## src/rtl/timing_generator_if.sv

```systemverilog
// timing_generator_if
//   Bundle of every timing output produced by timing_generator and consumed
//   by the scratchpad, instruction decode and other timing-driven boards.
//   There is no valid/ready handshake: every signal is a register that is
//   valid in every sysclk cycle and changes only on the edge that enters a
//   new phase slot.
//
//   Signals:
//     clk1, clk2              non-overlapping two-phase clocks
//     a12 .. x32              clk2-aligned subcycle strobes
//     m11, m21                clk1-aligned subcycle strobes
//     m12_m22_clk1_m11_m12    data-in latch enable
//     sync_n                  active-low SYNC, low for all of X3
//     subcycle                current subcycle code, 0=A1 .. 7=X3
//   Modports: master (generator drives), slave (consumers observe).
interface timing_generator_if;
    logic       clk1;
    logic       clk2;
    logic       a12;
    logic       a22;
    logic       a32;
    logic       m12;
    logic       m22;
    logic       x12;
    logic       x22;
    logic       x32;
    logic       m11;
    logic       m21;
    logic       m12_m22_clk1_m11_m12;
    logic       sync_n;
    logic [2:0] subcycle;

    modport master (
        output clk1, clk2, a12, a22, a32, m12, m22, x12, x22, x32,
               m11, m21, m12_m22_clk1_m11_m12, sync_n, subcycle
    );

    modport slave (
        input  clk1, clk2, a12, a22, a32, m12, m22, x12, x22, x32,
               m11, m21, m12_m22_clk1_m11_m12, sync_n, subcycle
    );
endinterface

```

## src/rtl/timing_generator.sv

```systemverilog
// timing_generator
//   Two-phase clock and machine-cycle sequencer for the 4004 core. Divides
//   sysclk into four phase slots of PHASE_LEN cycles each (slot 0 = clk1,
//   slot 2 = clk2, slots 1/3 = gaps) and steps through subcycles A1..X3.
//
//   Ports:
//     sysclk  in   the only clock
//     poc     in   power-on clear, synchronous, active-high
//     tim     timing_generator_if.master, all timing outputs (registered)
//   Parameter:
//     PHASE_LEN  sysclk cycles per phase slot, 1..255
module timing_generator #(
    parameter int PHASE_LEN = 17
) (
    input  logic                sysclk,
    input  logic                poc,
    timing_generator_if.master  tim
);

    typedef enum logic [2:0] {
        SC_A1 = 3'd0,
        SC_A2 = 3'd1,
        SC_A3 = 3'd2,
        SC_M1 = 3'd3,
        SC_M2 = 3'd4,
        SC_X1 = 3'd5,
        SC_X2 = 3'd6,
        SC_X3 = 3'd7
    } subcycle_t;

    localparam logic [7:0] PCNT_LAST = 8'(PHASE_LEN - 1);

    // Counter state; the subcycle register doubles as the visible state.
    logic [7:0] pcnt_q, pcnt_d;
    logic [1:0] slot_q, slot_d;
    subcycle_t  sc_q, sc_d;

    // Output registers. s2 bit S is the clk2-aligned strobe of subcycle S.
    logic [7:0] s2_q, s2_d;
    logic       clk1_q, clk1_d;
    logic       clk2_q, clk2_d;
    logic       m11_q, m11_d;
    logic       m21_q, m21_d;
    logic       en_q, en_d;
    logic       sync_n_q, sync_n_d;

    logic       pcnt_wrap;
    logic       enter_slot0;
    logic       enter_slot2;
    logic [2:0] sc_inc;

    always_ff @(posedge sysclk) begin
        if (poc) begin
            // Park in the last slot of X2 so release reaches X3.slot0
            // after exactly PHASE_LEN edges.
            pcnt_q   <= 8'd0;
            slot_q   <= 2'd3;
            sc_q     <= SC_X2;
            s2_q     <= 8'd0;
            clk1_q   <= 1'b0;
            clk2_q   <= 1'b0;
            m11_q    <= 1'b0;
            m21_q    <= 1'b0;
            en_q     <= 1'b0;
            sync_n_q <= 1'b1;
        end else begin
            pcnt_q   <= pcnt_d;
            slot_q   <= slot_d;
            sc_q     <= sc_d;
            s2_q     <= s2_d;
            clk1_q   <= clk1_d;
            clk2_q   <= clk2_d;
            m11_q    <= m11_d;
            m21_q    <= m21_d;
            en_q     <= en_d;
            sync_n_q <= sync_n_d;
        end
    end

    always_comb begin
        pcnt_d   = pcnt_q + 8'd1;
        slot_d   = slot_q;
        sc_d     = sc_q;
        s2_d     = s2_q;
        m11_d    = m11_q;
        m21_d    = m21_q;
        sync_n_d = sync_n_q;
        sc_inc   = sc_q + 3'd1;

        pcnt_wrap   = (pcnt_q == PCNT_LAST);
        enter_slot0 = pcnt_wrap && (slot_q == 2'd3);
        enter_slot2 = pcnt_wrap && (slot_q == 2'd1);

        if (pcnt_wrap) begin
            pcnt_d = 8'd0;
            slot_d = slot_q + 2'd1;
            if (slot_q == 2'd3) begin
                sc_d = subcycle_t'(sc_inc);
            end
        end

        // Strobes are set/cleared only on slot entry events, never decoded
        // from position, so a strobe whose rise preceded reset release
        // stays low until its next real rise.
        if (enter_slot2) begin
            s2_d = 8'b0000_0001 << sc_d;
        end

        if (enter_slot0) begin
            m11_d    = (sc_d == SC_M1);
            m21_d    = (sc_d == SC_M2);
            sync_n_d = (sc_d != SC_X3);
        end

        clk1_d = (slot_d == 2'd0);
        clk2_d = (slot_d == 2'd2);

        // Built from next-state terms so the registered enable lines up
        // with the other outputs and cannot glitch.
        en_d = s2_d[3] | s2_d[4] | (clk1_d & ~(m11_d | s2_d[3]));
    end

    assign tim.clk1                 = clk1_q;
    assign tim.clk2                 = clk2_q;
    assign tim.a12                  = s2_q[0];
    assign tim.a22                  = s2_q[1];
    assign tim.a32                  = s2_q[2];
    assign tim.m12                  = s2_q[3];
    assign tim.m22                  = s2_q[4];
    assign tim.x12                  = s2_q[5];
    assign tim.x22                  = s2_q[6];
    assign tim.x32                  = s2_q[7];
    assign tim.m11                  = m11_q;
    assign tim.m21                  = m21_q;
    assign tim.m12_m22_clk1_m11_m12 = en_q;
    assign tim.sync_n               = sync_n_q;
    assign tim.subcycle             = sc_q;

endmodule

```

## src/flat_wrapper.sv

```systemverilog
// flat-port wrapper written by rule: the top's interface ports become plain ports
module timing_generator_flat 
#(
    parameter int PHASE_LEN = 17
)
  (sysclk, poc, tim_clk1, tim_clk2, tim_a12, tim_a22, tim_a32, tim_m12, tim_m22, tim_x12, tim_x22, tim_x32, tim_m11, tim_m21, tim_m12_m22_clk1_m11_m12, tim_sync_n, tim_subcycle);
  timing_generator_if tim_i ();
  input  logic sysclk;
  input  logic poc;
  output wire logic [$bits(tim_i.clk1)-1:0] tim_clk1;
  output wire logic [$bits(tim_i.clk2)-1:0] tim_clk2;
  output wire logic [$bits(tim_i.a12)-1:0] tim_a12;
  output wire logic [$bits(tim_i.a22)-1:0] tim_a22;
  output wire logic [$bits(tim_i.a32)-1:0] tim_a32;
  output wire logic [$bits(tim_i.m12)-1:0] tim_m12;
  output wire logic [$bits(tim_i.m22)-1:0] tim_m22;
  output wire logic [$bits(tim_i.x12)-1:0] tim_x12;
  output wire logic [$bits(tim_i.x22)-1:0] tim_x22;
  output wire logic [$bits(tim_i.x32)-1:0] tim_x32;
  output wire logic [$bits(tim_i.m11)-1:0] tim_m11;
  output wire logic [$bits(tim_i.m21)-1:0] tim_m21;
  output wire logic [$bits(tim_i.m12_m22_clk1_m11_m12)-1:0] tim_m12_m22_clk1_m11_m12;
  output wire logic [$bits(tim_i.sync_n)-1:0] tim_sync_n;
  output wire logic [$bits(tim_i.subcycle)-1:0] tim_subcycle;
  assign tim_clk1 = tim_i.clk1;
  assign tim_clk2 = tim_i.clk2;
  assign tim_a12 = tim_i.a12;
  assign tim_a22 = tim_i.a22;
  assign tim_a32 = tim_i.a32;
  assign tim_m12 = tim_i.m12;
  assign tim_m22 = tim_i.m22;
  assign tim_x12 = tim_i.x12;
  assign tim_x22 = tim_i.x22;
  assign tim_x32 = tim_i.x32;
  assign tim_m11 = tim_i.m11;
  assign tim_m21 = tim_i.m21;
  assign tim_m12_m22_clk1_m11_m12 = tim_i.m12_m22_clk1_m11_m12;
  assign tim_sync_n = tim_i.sync_n;
  assign tim_subcycle = tim_i.subcycle;
  timing_generator #(.PHASE_LEN(PHASE_LEN)) u_core (.sysclk(sysclk), .poc(poc), .tim(tim_i));
endmodule
```

## config.mk

```make
export PLATFORM = sky130hd
export DESIGN_NAME = timing_generator_flat
export DESIGN_NICKNAME = d
export VERILOG_FILES = /design/src/rtl/timing_generator_if.sv /design/src/rtl/timing_generator.sv /design/src/flat_wrapper.sv
export SDC_FILE = /design/constraint.sdc
export NUM_CORES = 1
export LEC_CHECK = 0
export ABC_AREA = 1
export BUFFER_PORTS_ARGS = -buffer_cell sky130_fd_sc_hd__buf_4
export CAP_MARGIN = 10
export CORE_ASPECT_RATIO = 0.6
export CORE_UTILIZATION = 40
export DETAILED_ROUTE_END_ITERATION = 8
export GPL_ROUTABILITY_DRIVEN = 0
export HOLD_SLACK_MARGIN = 0.1
export MAX_ROUTING_LAYER = met4
export PLACE_DENSITY = 0.64
export SLEW_MARGIN = 30
export SYNTH_ARGS = -nofsm -noshare
export SYNTH_HDL_FRONTEND = slang
export SYNTH_SLANG_ARGS = --single-unit
```

## constraint.sdc

```tcl
create_clock -name sysclk -period 1.86 [get_ports sysclk]
set_clock_uncertainty 0.2 [all_clocks]
set_input_delay 0.093 -clock sysclk [delete_from_list [all_inputs] [get_ports sysclk]]
set_output_delay 0.093 -clock sysclk [all_outputs]
set_load 0.05 [all_outputs]
```

==> run_results.csv, run 1 <==
group,metric,value,unit
worst_setup_path,r2r_cells,12,
die,die_w,75.4,µm
yosys,synth_area,1290,µm²
timing,holdWs,0.281,ns
grt,met1_usage,25.1,%
grt,grt_overflow,0,
worst_setup_path,path_max_fanout,8,
clock_tree,clk_transition_reported_paths,0.09,ns
yosys,syn_nets,176,
timing,setup_slack,0.0718,ns
yosys,ys.flop_type,"dfxtp_1",
clock_tree,worst_skew_pair.late_latency,0.27,ns
power_and_ir_drop,seq_power_share,60.0,%
worst_setup_path,r2r-start,"u_core.pcnt_q[1]",
worst_setup_path,cp_slowest_cell,"dfxtp_4",
route,via_per_inst,4.70,
yosys,async_flop_share,0,%
worst_setup_path,crit_family,"simple AND/OR/NAND/NOR gates",
grt,grt_max_degree,16,
layout,insertedDiodeCount,0,
timing,slew-limit-headroom,82.6,%
timing,worst_pin_slew,0.259,ns
grt,antenna_found_initial,0,
clock_tree,root_buffer,"clkbuf_8",
worst_setup_path,path_class,"reg2reg",
run,cap_violations,0,
power_and_ir_drop,switching_share,22.9,%
yosys,synth_top_area_share,41.8,%
yosys,synth_warnings,0,
power_and_ir_drop,power_leakage,0.747,nW
placed_design,dp_hpwl,2070,µm
timing,max_freq,559,MHz
placed_design,portBuffers,18,
route,drc,0,
worst_setup_path,critPathLaunch,"u_core.pcnt_q[1]",
yosys,yosysTopAreaCell,"dfxtp_1",
layout,layout-drive-gt1-share,31.5,%
worst_setup_path,worstPathCellList,"inv_2, ha_4, inv_2, nor2_4, nand2_8, nand2_4, nand2_4, nor2_4, nand3_2, nand2_1, nor2_1, a21oi_1",
clock_tree,cts.sinks,27,
clock_tree,cts_buffer_depth,2,
die,die_area,3470,µm²
worst_hold_path,hold_end,"u_core.s2_q[5]",
die,fp.dieH,46.0,µm
power_and_ir_drop,ir_worst_vdd,0.277,mV
power_and_ir_drop,p_per_area,599,nW/µm²
power_and_ir_drop,clockPowerShare,34.0,%
timing,finalSetupTns,0,ns
grt,grt_pass1_vias,956,
route,ant_nets,0,
die,core-area,2970,µm²
clock_tree,cts_htree_levels,1,
worst_setup_path,r2r_slack,0.07,ns
timing,min_period_over_period,96.1,%
status,status,"complete, no violations",
worst_setup_path,crit_required,1.88,ns
worst_setup_path,arrival,1.80,ns
yosys,ys_types,25,
placed_design,pre_cts_slack,0.0730,ns
timing,setup_violations,0,
route,firstDrtPassIters,4,
power_and_ir_drop,pwr-share-comb,6.1,%
grt,grt_usage,17.5,%
yosys,synth-seq-area-share,41.8,%
layout,fillers,295,
worst_hold_path,hold_path_depth,2,
worst_setup_path,slowest_delay,0.36,ns
route,vias,1123,
route,drt_iter0_drc,80,
layout,syn_to_final_growth,27.0,%
die,floorplan.rows,15,
timing,hold_violations,0,
yosys,avgSynthCellArea,7.69,µm²
clock_tree,cts_tree,"yes",
power_and_ir_drop,p_sw,0.225,mW
worst_setup_path,rr_endpoint,"u_core.tim.m12_m22_clk1_m11_m12",
die,start_util,43.6,%
timing,drv_slew,0,
yosys,syn_inst,168,
route,routedWlPerCell,11.4,µm
yosys,synth_edf_count,0,
route,drt_wl_total,2720,µm
grt,grt_pass1_wl,4240,µm
placed_design,dp_cells,230,
worst_setup_path,cp.buffers_inverters,2,
timing,rsz0062_at_grt,"true",
grt,grt_busiest_layer,"met1",
worst_setup_path,start_kind,"register",
grt,met2_usage,23.6,%
die,ios,19,
layout,stdcell_count,239,
grt,grt_util_met3,5.31,%
yosys,synth_common_cells,"27 x dfxtp_1, 27 x nand2_1, 25 x nor2_1, 22 x inv_1, 12 x a21oi_1",
yosys,synthTopCellsByArea,"dfxtp_1 42%, nand2_1 7.8%, nor2_1 7.3%",
layout,nets,206,
timing,period_minus_slack,1.79,ns
clock_tree,cts_made_buffers,3,
worst_setup_path,end_kind,"register",
yosys,ys_ff_latch,27,
worst_hold_path,min_from,"u_core.s2_q[5]",
worst_hold_path,min_path_type,"reg2reg",
power_and_ir_drop,power.internal,0.758,mW
## tightest hold or removal path, delay by kind of cell (launching register included)
| family | cells | cell delay [ns] |
|---|---|---|
| simple gates | 1 | 0.06 |
| compound gates | 1 | 0.06 |
| flops | 1 | 0.32 |
## through the flow
stage,utilization (%),instance area [µm²],power (mW)
detailed placement,50.6,1500,0.645
finish,55.4,1640,0.983
global route,55.4,1640,1.02
global placement,50.6,1500,0.643
CTS,52.5,1560,0.976
floorplan,-,1290,0.632
## logic make-up (layout without fill, tap and decap cells)
logic type                 after synthesis  count (layout)  share of synthesized area (%)
and+or+nand+nor                         86              86                           34.8
xor gates and xnor gates                 2               2                           1.36
AOI/OAI and AO/OA                       19              19                           8.13
adders and majority gates                6               6                           5.81
DFF                                     27              27                           41.8
buffers and inverters                   28              57                           8.13
## power groups by stage
stage	Sequential, mW	Clock [mW]	Combinational [mW]
final	0.589	0.334	0.0595
after detailed placement	0.602	0	0.0435
after global routing	0.591	0.358	0.0660
after floorplan	0.602	0	0.0303
after CTS	0.588	0.342	0.0452
after global placement	0.601	0	0.0413
## layer usage
layer  wire length, µm  up-vias
li1                  -      591
met1              1500      505
met2              1060       23
met3               129        4
met4                23        0
met5                 0        -
## sequential cells by signal, indices dropped and copies added (netlist names), 2 cells and up
name,flops
u_core.pcnt_q,8
u_core.s2_q,8
u_core.tim.subcycle,3
u_core.slot_q,2
## how the worst max path moves through the flow
stage / endpoint / cells past startpoint
after floorplan: u_core.tim.m12_m22_clk1_m11_m12 / 9
after global placement: u_core.tim.m12_m22_clk1_m11_m12 / 11
after detailed placement: u_core.tim.m12_m22_clk1_m11_m12 / 11
after CTS: u_core.tim.m12_m22_clk1_m11_m12 / 11
after global routing: u_core.tim.m12_m22_clk1_m11_m12 / 12
final: u_core.tim.m12_m22_clk1_m11_m12 / 12
## placed cells by master, fill, tap and decap left out, types with 3 or more instances in the layout
cell and instances:
inv_2 7, dfxtp_2 3, nand3_1 9, o21ai_0 3
nand2_2 4, buf_4 25, a21oi_1 12, nand2_4 4
ha_1 5, dfxtp_1 23, nand4_1 3, nor2_1 24
nand2_1 27, clkbuf_8 3, nor2_4 4, inv_1 18
## cell type report
cell class | instances | area [µm²] | share of cell area [%]
Clock buffer | 3 | 41.3 | 2.52
Tap cell | 42 | 52.6 | 3.20
Timing Repair Buffer | 26 | 198 | 12.0
Inverter | 27 | 106 | 6.48
Sequential cell | 27 | 548 | 33.4
Clock inverter | 1 | 5.00 | 0.305
Multi-Input combinational cell | 113 | 691 | 42.1
## what timing repair did
action	4_1_cts	5_1_grt
hold buffers	1	0
gates resized for setup	0	17
endpoints found under the hold margin	17	0
setup endpoints to repair	0	10
setup buffers	0	4
No activity file was read; power rests on OpenSTA's default activity.
==> inputs of run 2 (changes only) <==
--- a/config.mk
+++ b/config.mk
@@ -14,7 +14,7 @@
 export GPL_ROUTABILITY_DRIVEN = 0
 export HOLD_SLACK_MARGIN = 0.1
 export MAX_ROUTING_LAYER = met4
-export PLACE_DENSITY = 0.64
+export PLACE_DENSITY_LB_ADDON = 0.15
 export SLEW_MARGIN = 30
 export SYNTH_ARGS = -nofsm -noshare
 export SYNTH_HDL_FRONTEND = slang
==> run_results.csv, run 2 (synthesis results as in run 1) <==
group,metric,value,unit
status,status,"complete, no violations",
worst_setup_path,arrival,1.83,ns
route,ant_nets,0,
layout,fin_area,1690,µm²
worst_setup_path,crit_required,1.87,ns
route,firstDrtPassIters,4,
run,cap_violations,0,
route,drt_iter0_drc,87,
layout,nets,209,
clock_tree,cts_tree,"yes",
layout,insertedDiodeCount,0,
timing,finalSetupTns,0,ns
clock_tree,clk_transition_reported_paths,0.09,ns
route,drc,0,
grt,grt_pass1_vias,1032,
grt,grt_max_degree,17,
placed_design,post_dp_cell_area,1490,µm²
power_and_ir_drop,p_per_area,594,nW/µm²
timing,rsz0062_at_grt,"true",
grt,grt_pass1_wl,4700,µm
worst_setup_path,path_max_fanout,6,
timing,worst_pin_slew,0.271,ns
die,core-area,2970,µm²
placed_design,dp_hpwl,2180,µm
clock_tree,cts_made_buffers,3,
timing,max_freq,551,MHz
die,fp.dieH,46.0,µm
worst_setup_path,start_kind,"register",
power_and_ir_drop,ir_worst_vdd,0.295,mV
clock_tree,cts_htree_levels,1,
timing,min_period_over_period,97.6,%
timing,slew-limit-headroom,81.8,%
grt,grt_overflow,0,
worst_hold_path,min_path_type,"reg2reg",
clock_tree,cts_buffer_depth,2,
clock_tree,worst_skew_pair.late_latency,0.28,ns
timing,drv_slew,0,
die,die_area,3470,µm²
placed_design,portBuffers,18,
layout,layout_commonest_cell,"buf_4",
timing,hold_violations,0,
clock_tree,cts.sinks,27,
clock_tree,root_buffer,"clkbuf_8",
die,floorplan.rows,15,
timing,period_minus_slack,1.82,ns
layout,final_util,57.0,%
layout,most-common-layout-cells,"28 x buf_4, 27 x nand2_1, 23 x nor2_1",
worst_setup_path,end_kind,"register",
timing,setup_violations,0,
layout,syn_to_final_growth,30.8,%
route,drt_wl_total,3000,µm
die,start_util,43.6,%
worst_setup_path,path_class,"reg2reg",
grt,grt_usage,19.4,%
layout,fillers,283,
power_and_ir_drop,power_leakage,0.760,nW
die,die_w,75.4,µm
layout,layout-drive-gt1-share,34.5,%
route,vias,1170,
route,via_per_inst,4.83,
die,ios,19,
grt,antenna_found_initial,0,
route,routedWlPerCell,12.4,µm
[run 2: changes by cell type in the layout (fill, tap and decap cells not counted), sizes merged]
cell,previous run,this run
clkinv,1,0
clkinvlp,0,1
buf,25,28
[run 2: worst paths after layout]
| check | slack (ns) | endpoint | cells after the start | startpoint |
|---|---|---|---|---|
| min reg2reg | 0.27 | u_core.s2_q[5] | 2 | u_core.s2_q[5] |
| max reg2reg | 0.04 | u_core.tim.m12_m22_clk1_m11_m12 | 11 | u_core.pcnt_q[1] |
| min | 0.27 | u_core.s2_q[5] | 2 | u_core.s2_q[5] |
| max | 0.04 | u_core.tim.m12_m22_clk1_m11_m12 | 11 | u_core.pcnt_q[1] |
[run 2: power breakdown]
part / switching (mW) / leakage, nW / internal [mW] / total [mW]
Clock: 0.190 / 0.0217 / 0.152 / 0.342
Combinational: 0.0396 / 0.520 / 0.0327 / 0.0723
Sequential: 0.00546 / 0.218 / 0.584 / 0.589
Total: 0.235 / 0.760 / 0.769 / 1.00
[run 2: layer usage]
| metal | global-route usage [%] | wire, µm | vias to the layer above |
|---|---|---|---|
| met5 | - | 0 | - |
| met4 | 5.56 | 8 | 0 |
| li1 | - | - | 594 |
| met3 | 5.53 | 166 | 2 |
| met2 | 27.0 | 1270 | 34 |
| met1 | 27.1 | 1560 | 540 |
[run 2: repair_timing]
| item | in CTS | in global routing |
|---|---|---|
| setup buffers | 0 | 8 |
| hold buffers | 1 | 0 |
| resized for setup | 1 | 22 |
| gates cloned | 0 | 0 |
| hold endpoints to repair | 17 | 0 |
| pin swaps | 1 | 11 |
| setup endpoints to repair | 1 | 14 |
[run 2: final cells by class]
class                      count  area [µm²]  share of cell area, %
clock inverter                 1        7.51                  0.444
tap                           42        52.6                   3.11
sequential                    27         547                   32.3
timing repair buffer          29         220                   13.0
inverter                      27         106                   6.29
clock buffer                   3        41.3                   2.44
multi-input combinational    113         716                   42.3
[run 2: critical path, stage by stage, from the launching register on]
cell,delay [ns]
dfxtp_2,0.34
inv_2,0.07
ha_4,0.13
inv_2,0.04
nor2_4,0.17
buf_4,0.16
nand3_2,0.10
nand2_4,0.12
nand4_1,0.15
nand2_1,0.10
nor2_1,0.04
a21oi_1,0.12
[run 2: per-stage QoR]
step	instances	power (mW)	worst slack (ns)	hold WS, ns
final	242	1.00	0.0439	0.270
after global routing	242	1.05	-0.0749	0.314
after CTS	234	0.986	0.00345	0.276
after detailed placement	229	0.645	0.00203	0.190
after global placement	229	0.643	0.0921	0.182
after floorplan	168	0.632	0.111	-0.0114
==> inputs of run 3 (changes only) <==
--- a/config.mk
+++ b/config.mk
@@ -14,7 +14,7 @@
 export GPL_ROUTABILITY_DRIVEN = 0
 export HOLD_SLACK_MARGIN = 0.1
 export MAX_ROUTING_LAYER = met4
-export PLACE_DENSITY_LB_ADDON = 0.15
+export PLACE_DENSITY = 0.69
 export SLEW_MARGIN = 30
 export SYNTH_ARGS = -nofsm -noshare
 export SYNTH_HDL_FRONTEND = slang
==> run_results.csv, run 3 (synthesis results as in run 1) <==
group,metric,value,unit
placed_design,pre_cts_slack,0.0812,ns
route,drt_iter0_drc,57,
layout,stdcell_count,235,
route,ant_nets,0,
timing,hold_violations,0,
layout,multi_input_area,654,µm²
worst_setup_path,cp_slowest_cell,"dfxtp_1",
route,firstDrtPassIters,4,
route,routedWlPerCell,11.2,µm
timing,drv_slew,0,
worst_hold_path,min_path_type,"reg2reg",
grt,grt_pass1_vias,971,
grt,grt_pass1_wl,4310,µm
layout,layout_commonest_cell,"nand2_1",
route,drt_wl_total,2640,µm
worst_setup_path,arrival,1.75,ns
die,die_area,3470,µm²
worst_setup_path,path_class,"reg2reg",
grt,grt_overflow,0,
power_and_ir_drop,report.power.total,0.975,mW
worst_setup_path,slowest_delay,0.36,ns
status,status,"complete, no violations",
timing,worst_pin_slew,0.292,ns
worst_hold_path,hold_path_depth,2,
worst_setup_path,end_kind,"register",
layout,final_util,53.1,%
die,start_util,43.6,%
die,fp.dieH,46.0,µm
layout,fillers,285,
die,floorplan.rows,15,
timing,period_minus_slack,1.74,ns
layout,syn_to_final_growth,21.8,%
grt,grt_max_degree,16,
die,die_w,75.4,µm
timing,finalSetupTns,0,ns
layout,insertedDiodeCount,0,
route,vias,1123,
layout,fin_area,1570,µm²
timing,min_period_over_period,93.3,%
timing,max_freq,576,MHz
power_and_ir_drop,p_per_area,619,nW/µm²
clock_tree,cts_tree,"yes",
grt,grt_util_met3,6.64,%
power_and_ir_drop,power_leakage,0.733,nW
layout,layout-drive-gt1-share,26.4,%
timing,setup_slack,0.124,ns
placed_design,post_dp_cell_area,1490,µm²
clock_tree,cts.sinks,27,
grt,met2_usage,26.1,%
timing,setup_violations,0,
grt,grt_usage,17.4,%
die,core-area,2970,µm²
clock_tree,cts_buffer_depth,2,
timing,holdWs,0.275,ns
worst_setup_path,cp_common_cell,"nor2_1",
layout,most-common-layout-cells,"27 x nand2_1, 25 x nor2_1, 24 x dfxtp_1",
power_and_ir_drop,ir_worst_vdd,0.383,mV
route,via_per_inst,4.78,
run,cap_violations,0,
layout,register_area,544,µm²
grt,met1_usage,22.8,%
die,ios,19,
route,drc,0,
placed_design,portBuffers,18,
clock_tree,worst_skew_pair.late_latency,0.28,ns
layout,nets,202,
placed_design,dp_cells,228,
worst_setup_path,worstPathCellList,"ha_1, inv_2, nor2_1, nor2_1, nand3_1, nand2_4, inv_1, nor2_1, nand3_1, a21oi_1",
worst_setup_path,r2r_cells,10,
worst_setup_path,crit_required,1.87,ns
clock_tree,cts_made_buffers,3,
clock_tree,root_buffer,"clkbuf_8",
clock_tree,cts_htree_levels,1,
grt,antenna_found_initial,0,
worst_setup_path,path_max_fanout,6,
timing,slew-limit-headroom,80.3,%
placed_design,dp_hpwl,2000,µm
grt,grt_busiest_layer,"met2",
clock_tree,clk_transition_reported_paths,0.09,ns
worst_setup_path,start_kind,"register",
## run 3: changes by cell type in the layout (fill, tap and decap cells not counted), moves of 2 or more
cell / before / now
buf_4: 28 / 21
inv_1: 18 / 21
inv_2: 7 / 4
nand2_2: 2 / 5
dfxtp_1: 22 / 24
dfxtp_2: 5 / 3
nand2_4: 6 / 4
nand3_1: 8 / 10
nand3_2: 3 / 1
nor2_1: 23 / 25
## run 3: timing repair
action                                  in CTS  in global routing
hold buffers                                 1                  0
endpoints found under the hold margin       19                  0
endpoints found under the setup margin       0                  9
buffers inserted                             0                  2
gates resized for setup                      0                  7
## run 3: report_power, final
part	internal (mW)	switching, mW
Sequential	0.583	0.00443
Combinational	0.0195	0.0287
Clock	0.150	0.188
## run 3: path summary, 6_finish.rpt
path | startpoint | end | slack [ns]
worst max-delay path | u_core.slot_q[0] | u_core.s2_q[6] | 0.12
worst min-delay path | u_core.s2_q[5] | u_core.s2_q[5] | 0.27
worst max register to register | u_core.slot_q[0] | u_core.s2_q[6] | 0.12
worst min register to register | u_core.s2_q[5] | u_core.s2_q[5] | 0.27
## run 3: critical path, delay by kind of cell, from the launching register on
family          cells  cell delay [ns]
simple gates        6             0.58
compound gates      1             0.13
flops               1             0.36
fa+ha+maj           1             0.26
buf+inv             2             0.15
## run 3: metal layers
layer  up-vias  part of all wire [%]
li1        578                     -
met1       522                    51
met2        20                    44
met3         3                   4.9
met4         0                  0.30
met5         -                     0
## run 3: layout make-up
class,instances,area share (%)
multi-input cells,113,41.6
flip-flops and latches,27,34.6
repair buffers,22,10.7
inverters,27,6.92
well taps,42,3.34
clock buffers,3,2.62
clock inverters,1,0.318
